File: src/rtl/dut_sweep_controller_if.sv
// ----------------------------------------------------------------------------
// dut_sweep_controller_if
//
// Purpose:
//   Bundles the signals around the sweep controller: the host command
//   handshake, the abort request, the drive/observe path to the
//   combinational dut, and the result handshake.
//
// Signal summary:
//   cmd_valid / cmd_ready       command handshake (host -> controller)
//   cmd_vector                  value applied to dut_input on accept
//   cmd_bit_count               number of bits to sample, from bit 0 up
//   abort                       cancel the sweep in progress
//   dut_input                   registered vector driven to the dut
//   dut_signal_select           registered bit index, zero-extended
//   dut_output                  selected dut result bit
//   result_valid / result_ready result handshake (controller -> consumer)
//   result_word                 bit i = dut_output sampled with select=i
//   result_bit_count            number of bits sampled
//   busy                        controller is not idle
//
// Modports:
//   master  the controller side (drives dut and results)
//   slave   the environment side (host, dut, result consumer)
// ----------------------------------------------------------------------------
interface dut_sweep_controller_if #(
  parameter int DATA_WIDTH  = 32,
  parameter int COUNT_WIDTH = 6
);
  logic                   cmd_valid;
  logic                   cmd_ready;
  logic [DATA_WIDTH-1:0]  cmd_vector;
  logic [COUNT_WIDTH-1:0] cmd_bit_count;
  logic                   abort;
  logic [DATA_WIDTH-1:0]  dut_input;
  logic [DATA_WIDTH-1:0]  dut_signal_select;
  logic                   dut_output;
  logic                   result_valid;
  logic                   result_ready;
  logic [DATA_WIDTH-1:0]  result_word;
  logic [COUNT_WIDTH-1:0] result_bit_count;
  logic                   busy;

  modport master (
    input  cmd_valid, cmd_vector, cmd_bit_count, abort, dut_output, result_ready,
    output cmd_ready, dut_input, dut_signal_select, result_valid, result_word,
           result_bit_count, busy
  );

  modport slave (
    output cmd_valid, cmd_vector, cmd_bit_count, abort, dut_output, result_ready,
    input  cmd_ready, dut_input, dut_signal_select, result_valid, result_word,
           result_bit_count, busy
  );
endinterface

File: src/rtl/dut_sweep_controller.sv
// ----------------------------------------------------------------------------
// dut_sweep_controller
//
// Purpose:
//   Sequences a combinational dut. On a command it applies the command vector
//   to dut_input, then steps dut_signal_select over bits 0..N-1. For each bit
//   it waits SETTLE_CYCLES cycles, then captures dut_output into the matching
//   bit of the result word. The finished word is offered over a valid/ready
//   handshake. An abort cancels the sweep and discards the result.
//
// Ports:
//   clk       single clock, all logic on the rising edge
//   reset     synchronous, active-high; overrides every other input
//   sweep_if  dut_sweep_controller_if.master (command, dut, result, busy)
//
// Parameters:
//   DATA_WIDTH     width of dut_input, dut_signal_select, result_word
//   COUNT_WIDTH    width of the bit-count fields; must hold DATA_WIDTH
//   SETTLE_CYCLES  wait cycles per bit before sampling, >= 1
// ----------------------------------------------------------------------------
module dut_sweep_controller #(
  parameter int DATA_WIDTH    = 32,
  parameter int COUNT_WIDTH   = 6,
  parameter int SETTLE_CYCLES = 2
) (
  input  logic                   clk,
  input  logic                   reset,
  dut_sweep_controller_if.master sweep_if
);

  // Settle counter only has to hold SETTLE_CYCLES-1.
  localparam int SW = (SETTLE_CYCLES > 1) ? $clog2(SETTLE_CYCLES) : 1;
  localparam logic [SW-1:0]          SETTLE_RELOAD = SW'(SETTLE_CYCLES - 1);
  localparam logic [COUNT_WIDTH-1:0] FULL_COUNT    = COUNT_WIDTH'(DATA_WIDTH);

  typedef enum logic [1:0] {
    IDLE,
    SETTLE,
    SAMPLE,
    DONE
  } state_e;

  state_e                 state_q, state_d;
  logic [DATA_WIDTH-1:0]  dut_input_q, dut_input_d;
  logic [DATA_WIDTH-1:0]  result_word_q, result_word_d;
  logic [COUNT_WIDTH-1:0] select_q, select_d;
  logic [COUNT_WIDTH-1:0] count_q, count_d;
  logic [SW-1:0]          settle_cnt_q, settle_cnt_d;
  logic [COUNT_WIDTH-1:0] eff_count;

  // A zero or oversized request means "sweep the whole word".
  always_comb begin
    eff_count = sweep_if.cmd_bit_count;
    if (sweep_if.cmd_bit_count == '0 || sweep_if.cmd_bit_count > FULL_COUNT) begin
      eff_count = FULL_COUNT;
    end
  end

  // Next-state logic. Abort is checked first in every non-idle state so it
  // beats a simultaneous result handshake and suppresses the pending sample.
  // The result word is cleared on accept, so each sample can simply OR its
  // bit into place; bits at or above N are therefore never set.
  always_comb begin
    state_d       = state_q;
    dut_input_d   = dut_input_q;
    result_word_d = result_word_q;
    select_d      = select_q;
    count_d       = count_q;
    settle_cnt_d  = settle_cnt_q;

    case (state_q)
      IDLE: begin
        if (sweep_if.cmd_valid) begin
          dut_input_d   = sweep_if.cmd_vector;
          count_d       = eff_count;
          select_d      = '0;
          result_word_d = '0;
          settle_cnt_d  = SETTLE_RELOAD;
          state_d       = SETTLE;
        end
      end
      SETTLE: begin
        if (sweep_if.abort) begin
          state_d = IDLE;
        end else if (settle_cnt_q == '0) begin
          state_d = SAMPLE;
        end else begin
          settle_cnt_d = settle_cnt_q - SW'(1);
        end
      end
      SAMPLE: begin
        if (sweep_if.abort) begin
          state_d = IDLE;
        end else begin
          result_word_d = result_word_q | (DATA_WIDTH'(sweep_if.dut_output) << select_q);
          if (select_q == count_q - COUNT_WIDTH'(1)) begin
            state_d = DONE;
          end else begin
            select_d     = select_q + COUNT_WIDTH'(1);
            settle_cnt_d = SETTLE_RELOAD;
            state_d      = SETTLE;
          end
        end
      end
      DONE: begin
        if (sweep_if.abort || sweep_if.result_ready) begin
          state_d = IDLE;
        end
      end
      default: state_d = IDLE;
    endcase
  end

  // State and datapath registers with synchronous reset.
  always_ff @(posedge clk) begin
    if (reset) begin
      state_q       <= IDLE;
      dut_input_q   <= '0;
      result_word_q <= '0;
      select_q      <= '0;
      count_q       <= '0;
      settle_cnt_q  <= '0;
    end else begin
      state_q       <= state_d;
      dut_input_q   <= dut_input_d;
      result_word_q <= result_word_d;
      select_q      <= select_d;
      count_q       <= count_d;
      settle_cnt_q  <= settle_cnt_d;
    end
  end

  // Status outputs decode straight from the registered state.
  assign sweep_if.cmd_ready         = (state_q == IDLE);
  assign sweep_if.busy              = (state_q != IDLE);
  assign sweep_if.result_valid      = (state_q == DONE);
  assign sweep_if.dut_input         = dut_input_q;
  assign sweep_if.dut_signal_select = DATA_WIDTH'(select_q);
  assign sweep_if.result_word       = result_word_q;
  assign sweep_if.result_bit_count  = count_q;

endmodule

File: src/flat_wrapper.sv
// flat-port wrapper written by rule: the top's interface ports become plain ports
module dut_sweep_controller_flat 
#(
  parameter int DATA_WIDTH    = 32,
  parameter int COUNT_WIDTH   = 6,
  parameter int SETTLE_CYCLES = 2
)
  (clk, reset, sweep_if_cmd_valid, sweep_if_cmd_vector, sweep_if_cmd_bit_count, sweep_if_abort, sweep_if_dut_output, sweep_if_result_ready, sweep_if_cmd_ready, sweep_if_dut_input, sweep_if_dut_signal_select, sweep_if_result_valid, sweep_if_result_word, sweep_if_result_bit_count, sweep_if_busy);
  dut_sweep_controller_if #(.DATA_WIDTH(DATA_WIDTH), .COUNT_WIDTH(COUNT_WIDTH)) sweep_if_i ();
  input  logic clk;
  input  logic reset;
  input wire logic [$bits(sweep_if_i.cmd_valid)-1:0] sweep_if_cmd_valid;
  input wire logic [$bits(sweep_if_i.cmd_vector)-1:0] sweep_if_cmd_vector;
  input wire logic [$bits(sweep_if_i.cmd_bit_count)-1:0] sweep_if_cmd_bit_count;
  input wire logic [$bits(sweep_if_i.abort)-1:0] sweep_if_abort;
  input wire logic [$bits(sweep_if_i.dut_output)-1:0] sweep_if_dut_output;
  input wire logic [$bits(sweep_if_i.result_ready)-1:0] sweep_if_result_ready;
  output wire logic [$bits(sweep_if_i.cmd_ready)-1:0] sweep_if_cmd_ready;
  output wire logic [$bits(sweep_if_i.dut_input)-1:0] sweep_if_dut_input;
  output wire logic [$bits(sweep_if_i.dut_signal_select)-1:0] sweep_if_dut_signal_select;
  output wire logic [$bits(sweep_if_i.result_valid)-1:0] sweep_if_result_valid;
  output wire logic [$bits(sweep_if_i.result_word)-1:0] sweep_if_result_word;
  output wire logic [$bits(sweep_if_i.result_bit_count)-1:0] sweep_if_result_bit_count;
  output wire logic [$bits(sweep_if_i.busy)-1:0] sweep_if_busy;
  assign sweep_if_i.cmd_valid = sweep_if_cmd_valid;
  assign sweep_if_i.cmd_vector = sweep_if_cmd_vector;
  assign sweep_if_i.cmd_bit_count = sweep_if_cmd_bit_count;
  assign sweep_if_i.abort = sweep_if_abort;
  assign sweep_if_i.dut_output = sweep_if_dut_output;
  assign sweep_if_i.result_ready = sweep_if_result_ready;
  assign sweep_if_cmd_ready = sweep_if_i.cmd_ready;
  assign sweep_if_dut_input = sweep_if_i.dut_input;
  assign sweep_if_dut_signal_select = sweep_if_i.dut_signal_select;
  assign sweep_if_result_valid = sweep_if_i.result_valid;
  assign sweep_if_result_word = sweep_if_i.result_word;
  assign sweep_if_result_bit_count = sweep_if_i.result_bit_count;
  assign sweep_if_busy = sweep_if_i.busy;
  dut_sweep_controller #(.DATA_WIDTH(DATA_WIDTH), .COUNT_WIDTH(COUNT_WIDTH), .SETTLE_CYCLES(SETTLE_CYCLES)) u_core (.clk(clk), .reset(reset), .sweep_if(sweep_if_i));
endmodule
File: config.mk
export PLATFORM = sky130hd
export DESIGN_NAME = dut_sweep_controller_flat
export DESIGN_NICKNAME = d
export VERILOG_FILES = /design/src/rtl/dut_sweep_controller_if.sv /design/src/rtl/dut_sweep_controller.sv /design/src/flat_wrapper.sv
export SDC_FILE = /design/constraint.sdc
export NUM_CORES = 1
export LEC_CHECK = 0
export ABC_CLOCK_PERIOD_IN_PS = 1800
export CORE_MARGIN = 4
export CORE_UTILIZATION = 30
export CTS_CLUSTER_DIAMETER = 80
export DETAILED_ROUTE_END_ITERATION = 16
export PLACE_DENSITY_LB_ADDON = 0.08
export SETUP_SLACK_MARGIN = 0.2
export SLEW_MARGIN = 10
export SYNTH_ARGS = -nofsm -noshare
export SYNTH_HDL_FRONTEND = slang
export SYNTH_SLANG_ARGS = --single-unit
File: constraint.sdc
create_clock -name clk -period 1.8 [get_ports clk]
set_input_delay 0.18 -clock clk [delete_from_list [all_inputs] [get_ports clk]]
set_output_delay 0.18 -clock clk [all_outputs]
set_load 0.01 [all_outputs]
# After elaboration in Yosys (flattened, before gate mapping)
# Cells that the tools add are included.
# totals
wordCells	55
register_bits	79
# classes
mux	21
shift	1
bitwise	1
n_lt_le_gt_ge	1
eq_ne	10
add_sub_neg	3
reduce_logical	12
# ops
op	count
$mux 32	2
$pmux 32 s2	1
$or 32x32->32	1
$shl 1x6->32	1
$mux 6	4
$mux 2	6
$pmux 6 s2	1
$ne 2x2->1 const B	4
$pmux 2 s4	1
$add 6x1->6 const B	1
$eq 6x6->1	1
$gt 6x6->1 const B	1
$logic_not 6->1	1
$reduce_and 3->1	2
$sub 6x1->6 const B	1
$mux 1	5
$reduce_and 5->1	1
$eq 2x2->1 const B	2
$reduce_and 4->1	1
$reduce_bool 2->1	2
$ne 3x3->1 const B	1
$pmux 1 s3	1
$reduce_bool 3->1	1
$eq 2x1->1 const B	1
other kinds (5)	6

# Depth between registers and ports, before layout
# Gate-level depths: netlist of run 1.
# depth
depth_word	5
depth_mapped	7

# Worst setup path after synthesis of run 1
# OpenSTA, ideal clock, no wires.
# synth_path
path_kind	register -> register
start	register u_core.count_q[0], in the netlist u_core.sweep_if.result_bit_count[0]
end	register u_core.select_q[4]
stages_incl_launch_ff	6
arrival_ps	1854
period_less_slack_ps	1980
setup_slack_ps	-180
path_buffers	0
required_time_ps	1673
cell_sequence	dfxtp_1 -> or4_4 -> or3_4 -> a211oi_4 -> a211oi_1 -> mux2i_1
# synth_via
elab_chain_len	4
# synth_rtl
item	line_no	source
from (decl)	dut_sweep_controller.sv:47	logic [COUNT_WIDTH-1:0] count_q, count_d;
from (signal assigned)	dut_sweep_controller.sv:128	count_q <= count_d;
$sub 6x1->6	dut_sweep_controller.sv:96	if (select_q == count_q - COUNT_WIDTH'(1)) begin
$eq 6x6->1	dut_sweep_controller.sv:96	
$ne 2x2->1 (no source line)	n/a	
$reduce_and 4->1 (no source line)	n/a	
to (signal assigned)	dut_sweep_controller.sv:127	select_q <= select_d;
to (decl)	dut_sweep_controller.sv:46	logic [COUNT_WIDTH-1:0] select_q, select_d;
# Every way passes these cells.
# A chain may end at the register's enable or synchronous reset.

# Worst setup path in the final report of run 1
# layout_path
start	register u_core.count_q[0], in the netlist u_core.sweep_if.result_bit_count[0]
end	register u_core.settle_cnt_q
# layout_via
elab_chain_len	4
# layout_rtl
item	line_no	source
$sub 6x1->6	dut_sweep_controller.sv:96	
$eq 6x6->1	dut_sweep_controller.sv:96	
$ne 2x2->1 (no source line)	n/a	
$reduce_and 5->1 (no source line)	n/a	
to (signal assigned)	dut_sweep_controller.sv:129	settle_cnt_q <= settle_cnt_d;
to (decl)	dut_sweep_controller.sv:48	logic [SW-1:0] settle_cnt_q, settle_cnt_d;
# Every way passes these cells.

==> results by group, run 1 <==
Synthesis
  • Yosys top cell area share: 48.5%
  • Async SR Flop Fraction: 0%
  • Synth Flop Type: dfxtp_1
  • Register area share after synthesis: 48.5%
  • Most common cell in the netlist: nand2_1
  • Synth Area per Inst: 8.17 µm²
  • Count of different cell masters after synthesis: 40
  • Cell count after synthesis: 399
  • Yosys reg bits: 79
  • Yosys warns: 0
  • Top post-synthesis cells by area: dfxtp_1, a21oi_1, nand2_1
  • Number of flops mapped to enable cells by yosys: 0
  • Most frequent cells after synthesis: nand2_1, dfxtp_1, a21oi_1, nor2_1, buf_4
  • Leading area contributor after synthesis: dfxtp_1
  • Synth Cell Area: 3260 µm²

Power
  • Leak pwr: 0.00195 µW
  • P per Cell Area: 751 nW/µm²
  • Pwr Total: 3750 µW
  • Peak supply drop: 425 µV

Die
  • Initial core utilization: 31.1%
  • Die footprint: 12600 µm²
  • Core area: 10500 µm²
  • Die height: 112 µm
  • FP Rows: 37
  • Die Wd: 112 µm
  • I/O Pins: 149

Placement
  • DP Worst Slack: -120 ps
  • Port Buffers: 122
  • Gpl congestion: 0.745
  • Placed insts: 657
  • HPWL reported at the end of detailed placement: 6680 µm

STA
  • Unrepaired setup endpoints after global routing: true
  • Hold Vio Cnt, Final: 0
  • Final Max Slew Viols: 0
  • Final setup fails: 8
  • Fmax achieved: 531 MHz
  • Post-route setup slack: -83.3 ps
  • Worst hold margin: 285 ps
  • Minimum clock period after layout: 1880 ps
  • Worst Tran Pin Value: 728 ps
  • Slew headroom: 51.3%
  • Final Cycle Share: 105%
  • Clock Skew: 6.13 ps

Global routing
  • Congestion Overflow GR: 0
  • First-pass GRT wire length: 14600 µm
  • Initial antenna violation count: 0
  • Vias in the first global route: 2946
  • Largest net degree at the start of global routing: 39
  • GRT Total Usage: 14.1%

Hold path
  • Hold Crit Start: reset
  • HP Class: input pin to flip-flop
  • WHS Path Cells: 2
  • Hold EP: u_core.state_q[0]

Worst setup path
  • CP Data Arrival Time: 2120 ps
  • RR Endpoint: u_core.settle_cnt_q
  • Worst r2r src: u_core.sweep_if.result_bit_count[0]
  • Reg2Reg Depth: 6
  • Crit end category: flip-flop
  • CP Launch Type: flip-flop
  • R2R Setup Slk: -80 ps
  • Crit path required time: 2040 ps
  • WS Path Type: flip-flop to flip-flop
  • CP Max Fanout: 7

Clock tree
  • Worst-case clock buffer depth: 2
  • Setup bufs post-CTS: 0
  • CTS tree: built
  • H-tree level count: 3
  • Num CTS Buffers: 9
  • Clk_lat worst skew: 340 ps
  • Root Buffer: clkbuf_8
  • Cts hold-fix bufs: 0
  • CTS Sinks: 79
  • Clock Pin Slew Worst Setup and Hold Paths: 80 ps

Detailed routing
  • ANT nets after route: 0
  • Routed vias: 3036
  • Number of DRC markers in iteration 0: 106
  • Vias per inst: 4.52
  • Residual DRC: 0
  • WL final: 9280 µm
  • Routed wire per std cell: 13.8 µm
  • DR pass1 iterations: 4

Finish
  • Share of cells above drive strength 1: 14.0%
  • P&R area growth vs syn: 53.3%
  • Fill count: 1037
  • Final Non-Filler Cells: 672
  • N_diodes: 0
  • Nets: 578

Run status
  • Failing checks: setup timing
  • Status: finished, violations left

Flow run
  • Max-Cap Viols: 0
-- logic make-up after synthesis --
| logic type | share of synthesized area [%] |
|---|---|
| AO/OA/AOI/OAI | 15.6 |
| XOR/XNOR | 1.88 |
| adder cells (fa/ha/maj) | 0.768 |
| buffers and inverters | 9.33 |
| flip-flops | 48.5 |
| multiplexers | 1.84 |
| other | 0.115 |
| AND/OR/NAND/NOR | 21.9 |
-- flip-flops by register name (all words and copies together), names as in the netlist --
name and flops:
u_core.sweep_if.result_word 32, u_core.select_q 6, u_core.sweep_if.result_bit_count 6, u_core.settle_cnt_q 1, u_core.sweep_if.dut_input 32, u_core.state_q 2
-- layout by cell type (no fill, tap or decap), types with 3 or more instances in the layout --
cell type | Yosys | routed
clkdlybuf4s50_1 | 0 | 110
nand2_1 | 80 | 80
dfxtp_1 | 79 | 75
a21oi_1 | 78 | 59
nor2_1 | 41 | 40
conb_1 | 1 | 26
a21oi_2 | 0 | 19
buf_4 | 26 | 16
clkbuf_8 | 0 | 10
dlygate4sd2_1 | 0 | 8
inv_1 | 7 | 7
mux2i_1 | 6 | 6
or3_1 | 5 | 5
nor3_1 | 5 | 5
nand3b_1 | 5 | 5
xnor2_1 | 4 | 4
buf_6 | 0 | 4
dfxtp_2 | 0 | 4
xor2_1 | 3 | 3
nand4_1 | 3 | 3
nor3b_1 | 3 | 3
dlymetal6s2s_1 | 0 | 3
buf_12 | 0 | 3
-- metal layers --
metal | part of all wire [%] | GRT usage, % | wire length (µm) | vias to the layer above
li1 | - | - | - | 1541
met1 | 44 | 17.2 | 4080 | 1390
met2 | 48 | 23.2 | 4420 | 93
met3 | 6.9 | 4.26 | 639 | 12
met4 | 1.5 | 5.85 | 135 | 0
met5 | 0 | 0 | 0 | -
-- report_power, final --
part	switching [µW]	total [µW]	internal (µW)
clock	639	1310	671
combinational	295	597	302
sequential	35.2	1840	1810
-- area by class of cell --
cell class | count | area (µm²) | share of cell area (%)
sequential | 79 | 1590 | 31.8
multi-input combinational | 290 | 1580 | 31.5
timing repair buffer | 145 | 1440 | 28.8
tap | 136 | 170 | 3.41
clock buffer | 10 | 138 | 2.76
clock inverter | 5 | 58.8 | 1.18
inverter | 7 | 26.3 | 0.526
-- worst max path at each step --
stage,to,cells past startpoint,slack [ps],start
3_3_place_gp,u_core.sweep_if.result_word[6],7,-90,sweep_if_cmd_valid
2_1_floorplan,u_core.settle_cnt_q,5,-120,u_core.sweep_if.result_bit_count[0]
5_1_grt,u_core.select_q[4],6,-150,u_core.sweep_if.result_bit_count[0]
3_5_place_dp,u_core.sweep_if.result_word[6],7,-120,sweep_if_cmd_valid
4_1_cts,u_core.settle_cnt_q,6,-90,u_core.sweep_if.result_bit_count[0]
6_report,u_core.settle_cnt_q,6,-80,u_core.sweep_if.result_bit_count[0]
-- per-stage QoR --
step / utilization, % / setup TNS (ps) / instance area, µm²
global route: 47.7 / -955 / 4990
floorplan: - / -816 / 3370
detailed placement: 44.8 / -2200 / 4680
finish: 47.7 / -504 / 4990
global placement: 44.8 / -1450 / 4680
CTS: 46.9 / -547 / 4910
-- worst max-delay path: stages, from the launching register on --
cell and delay [ps]:
dfxtp_2 330, or4_4 530, or3_4 350, a211oi_4 210, buf_6 150, a21oi_1 60
o21a_1 160
-- timing repair --
item	4_1_cts	5_1_grt
setup endpoints to repair	36	33
pin swaps	3	15
cloned	0	0
gates resized for setup	18	25
(Power assumes the default switching activity.)
==> run 2, diff against run 1 <==
ABC_CLOCK_PERIOD_IN_PS = 1500   (was 1800)
CORE_UTILIZATION = 25   (was 30)
SLEW_MARGIN = 15   (was 10)
clock period = 1.5 ns   (was 1.8 ns; I/O delays follow)
==> run 2 against run 1 <==
The flow still finishes with violations (setup timing). Sequential power up 20%. Sequential cell count unchanged. Global-route usage is 0.11 points lower. Die area rose by 19%. Final cell count up 11%. Power is 53% higher. Combinational power is 73% higher. Critical path type unchanged. Critical endpoint unchanged. Largest cell class is now multi-input gates. Largest power group is now the clock network.
==> results by group, run 2 (same netlist as run 1, synthesis figures left out) <==
Run status
  • Status: finished, violations left
  • Failing checks: setup timing

Die
  • Initial core utilization: 25.7%
  • Die Wd: 122 µm
  • I/O Pins: 149
  • Core area: 12700 µm²
  • Die height: 122 µm
  • FP Rows: 41
  • Die footprint: 14900 µm²

Placement
  • HPWL reported at the end of detailed placement: 7220 µm
  • Post-detailed-placement cell area: 4880 µm²
  • Port Buffers: 122
  • Gpl congestion: 0.759

Global routing
  • First-pass GRT wire length: 16400 µm
  • GRT busiest layer: met2
  • Congestion Overflow GR: 0
  • Largest net degree at the start of global routing: 33
  • Met3 Use GR: 3.85%
  • GRT met1 Usage: 17.5%
  • Vias in the first global route: 3223
  • GRT met2 Usage: 22.4%
  • GRT Total Usage: 14.0%
  • Initial antenna violation count: 0

Clock tree
  • Root Buffer: clkbuf_16
  • Clk_lat worst skew: 340 ps
  • Worst-case clock buffer depth: 2
  • CTS tree: built
  • H-tree level count: 3
  • Clock Pin Slew Worst Setup and Hold Paths: 60 ps
  • Cts hold-fix bufs: 0
  • Num CTS Buffers: 9
  • CTS Sinks: 79

Hold path
  • HP Class: input pin to flip-flop
  • Hold Crit Start: reset
  • WHS Path Cells: 2
  • Hold EP: u_core.state_q[0]

Finish
  • Nets: 618
  • Final instance area: 6000 µm²
  • Most common cell after layout, fill and taps aside: dfxtp_1
  • N_diodes: 0
  • Share of cells above drive strength 1: 34.2%
  • Fill count: 1281
  • P&R area growth vs syn: 84.2%
  • Finished Core Util: 47.4%
  • Commonest non-fill, non-tap cells in the layout: dfxtp_1, dlygate4sd2_1, a21oi_2

Flow run
  • Max-Cap Viols: 0

Worst setup path
  • Crit end category: flip-flop
  • Reg2Reg Depth: 6
  • CP Max Fanout: 7
  • RR Endpoint: u_core.settle_cnt_q
  • Worst r2r src: u_core.sweep_if.result_bit_count[0]
  • WS Path Type: flip-flop to flip-flop
  • CP Launch Type: flip-flop
  • CP Data Arrival Time: 2120 ps
  • Crit path required time: 1730 ps
  • R2R Setup Slk: -390 ps

STA
  • Unrepaired setup endpoints after global routing: true
  • Final Cycle Share: 126%
  • Final setup fails: 57
  • Post-route setup slack: -388 ps
  • Clock Skew: 4.85 ps
  • Final Max Slew Viols: 0
  • Worst hold margin: 142 ps
  • Hold Vio Cnt, Final: 0
  • Minimum clock period after layout: 1890 ps
  • Fmax achieved: 530 MHz

Detailed routing
  • Routed wire per std cell: 14.5 µm
  • WL final: 10800 µm
  • Residual DRC: 0
  • Vias per inst: 4.41
  • Routed vias: 3300
  • Number of DRC markers in iteration 0: 74
  • DR pass1 iterations: 4
  • ANT nets after route: 0

Power
  • P per Cell Area: 954 nW/µm²
  • Leak pwr: 0.00266 µW
  • Peak supply drop: 478 µV
## run 2: changes by cell type in the layout (fill, tap and decap cells not counted), sizes merged
cell           before  now
clkdlybuf4s50     110   43
dlygate4sd2         8   68
buf                24   67
clkbuf             10   15
clkdlybuf4s15       0    5
dlymetal6s2s        3    0
clkinv              2    0
clkinvlp            2    0
bufinv              1    2
## run 2: how the worst max path moves through the flow
stage	start	to	slack [ps]	cells past startpoint
global placement	sweep_if_abort	u_core.sweep_if.result_word[3]	-440	7
CTS	u_core.sweep_if.result_bit_count[0]	u_core.settle_cnt_q	-390	6
floorplan	u_core.sweep_if.result_bit_count[0]	u_core.settle_cnt_q	-420	5
detailed placement	sweep_if_abort	u_core.sweep_if.result_word[3]	-470	7
global route	u_core.sweep_if.result_bit_count[0]	u_core.settle_cnt_q	-470	6
finish	u_core.sweep_if.result_bit_count[0]	u_core.settle_cnt_q	-390	6
## run 2: power by group
part / switching, µW / total, µW / internal, µW / leakage (µW)
sequential: 39.0 / 2210 / 2170 / 0.000646
clock: 848 / 2490 / 1640 / 0.000167
combinational: 495 / 1030 / 532 / 0.00184
total: 1380 / 5730 / 4340 / 0.00266
## run 2: cell type report
cell class | instances | area, µm² | area share (%)
Tap cell | 172 | 215 | 3.59
Timing Repair Buffer | 185 | 1890 | 31.5
Clock inverter | 2 | 60.1 | 1.00
Inverter | 7 | 28.8 | 0.479
Multi-Input combinational cell | 290 | 1930 | 32.2
Sequential cell | 79 | 1590 | 26.6
Clock buffer | 13 | 282 | 4.69
## run 2: metrics by stage
stage	worst slack, ps	cells	power, µW	TNS [ps]
after CTS	-392	738	5660	-6650
after global routing	-470	748	5980	-10500
after global placement	-438	706	3010	-21580
after floorplan	-424	424	2660	-3960
final	-388	748	5730	-6600
after detailed placement	-468	706	3010	-21730
## run 2: layer usage
metal	vias up	share of wire, %
li1	1627	-
met1	1577	43
met2	82	49
met3	14	5.7
met4	0	1.8
met5	-	0
## run 2: what timing repair did
item / CTS / global route
setup endpoints to repair: 157 / 90
buffers inserted: 12 / 10
gates resized for setup: 164 / 95
pin swaps: 22 / 43
gates cloned: 5 / 0
## run 2: critical path: stages, from the launching register on
cell,delay (ps)
dfxtp_2,320
or4_4,530
or3_4,350
a211oi_4,210
buf_6,160
a21oi_1,70
o21a_1,160
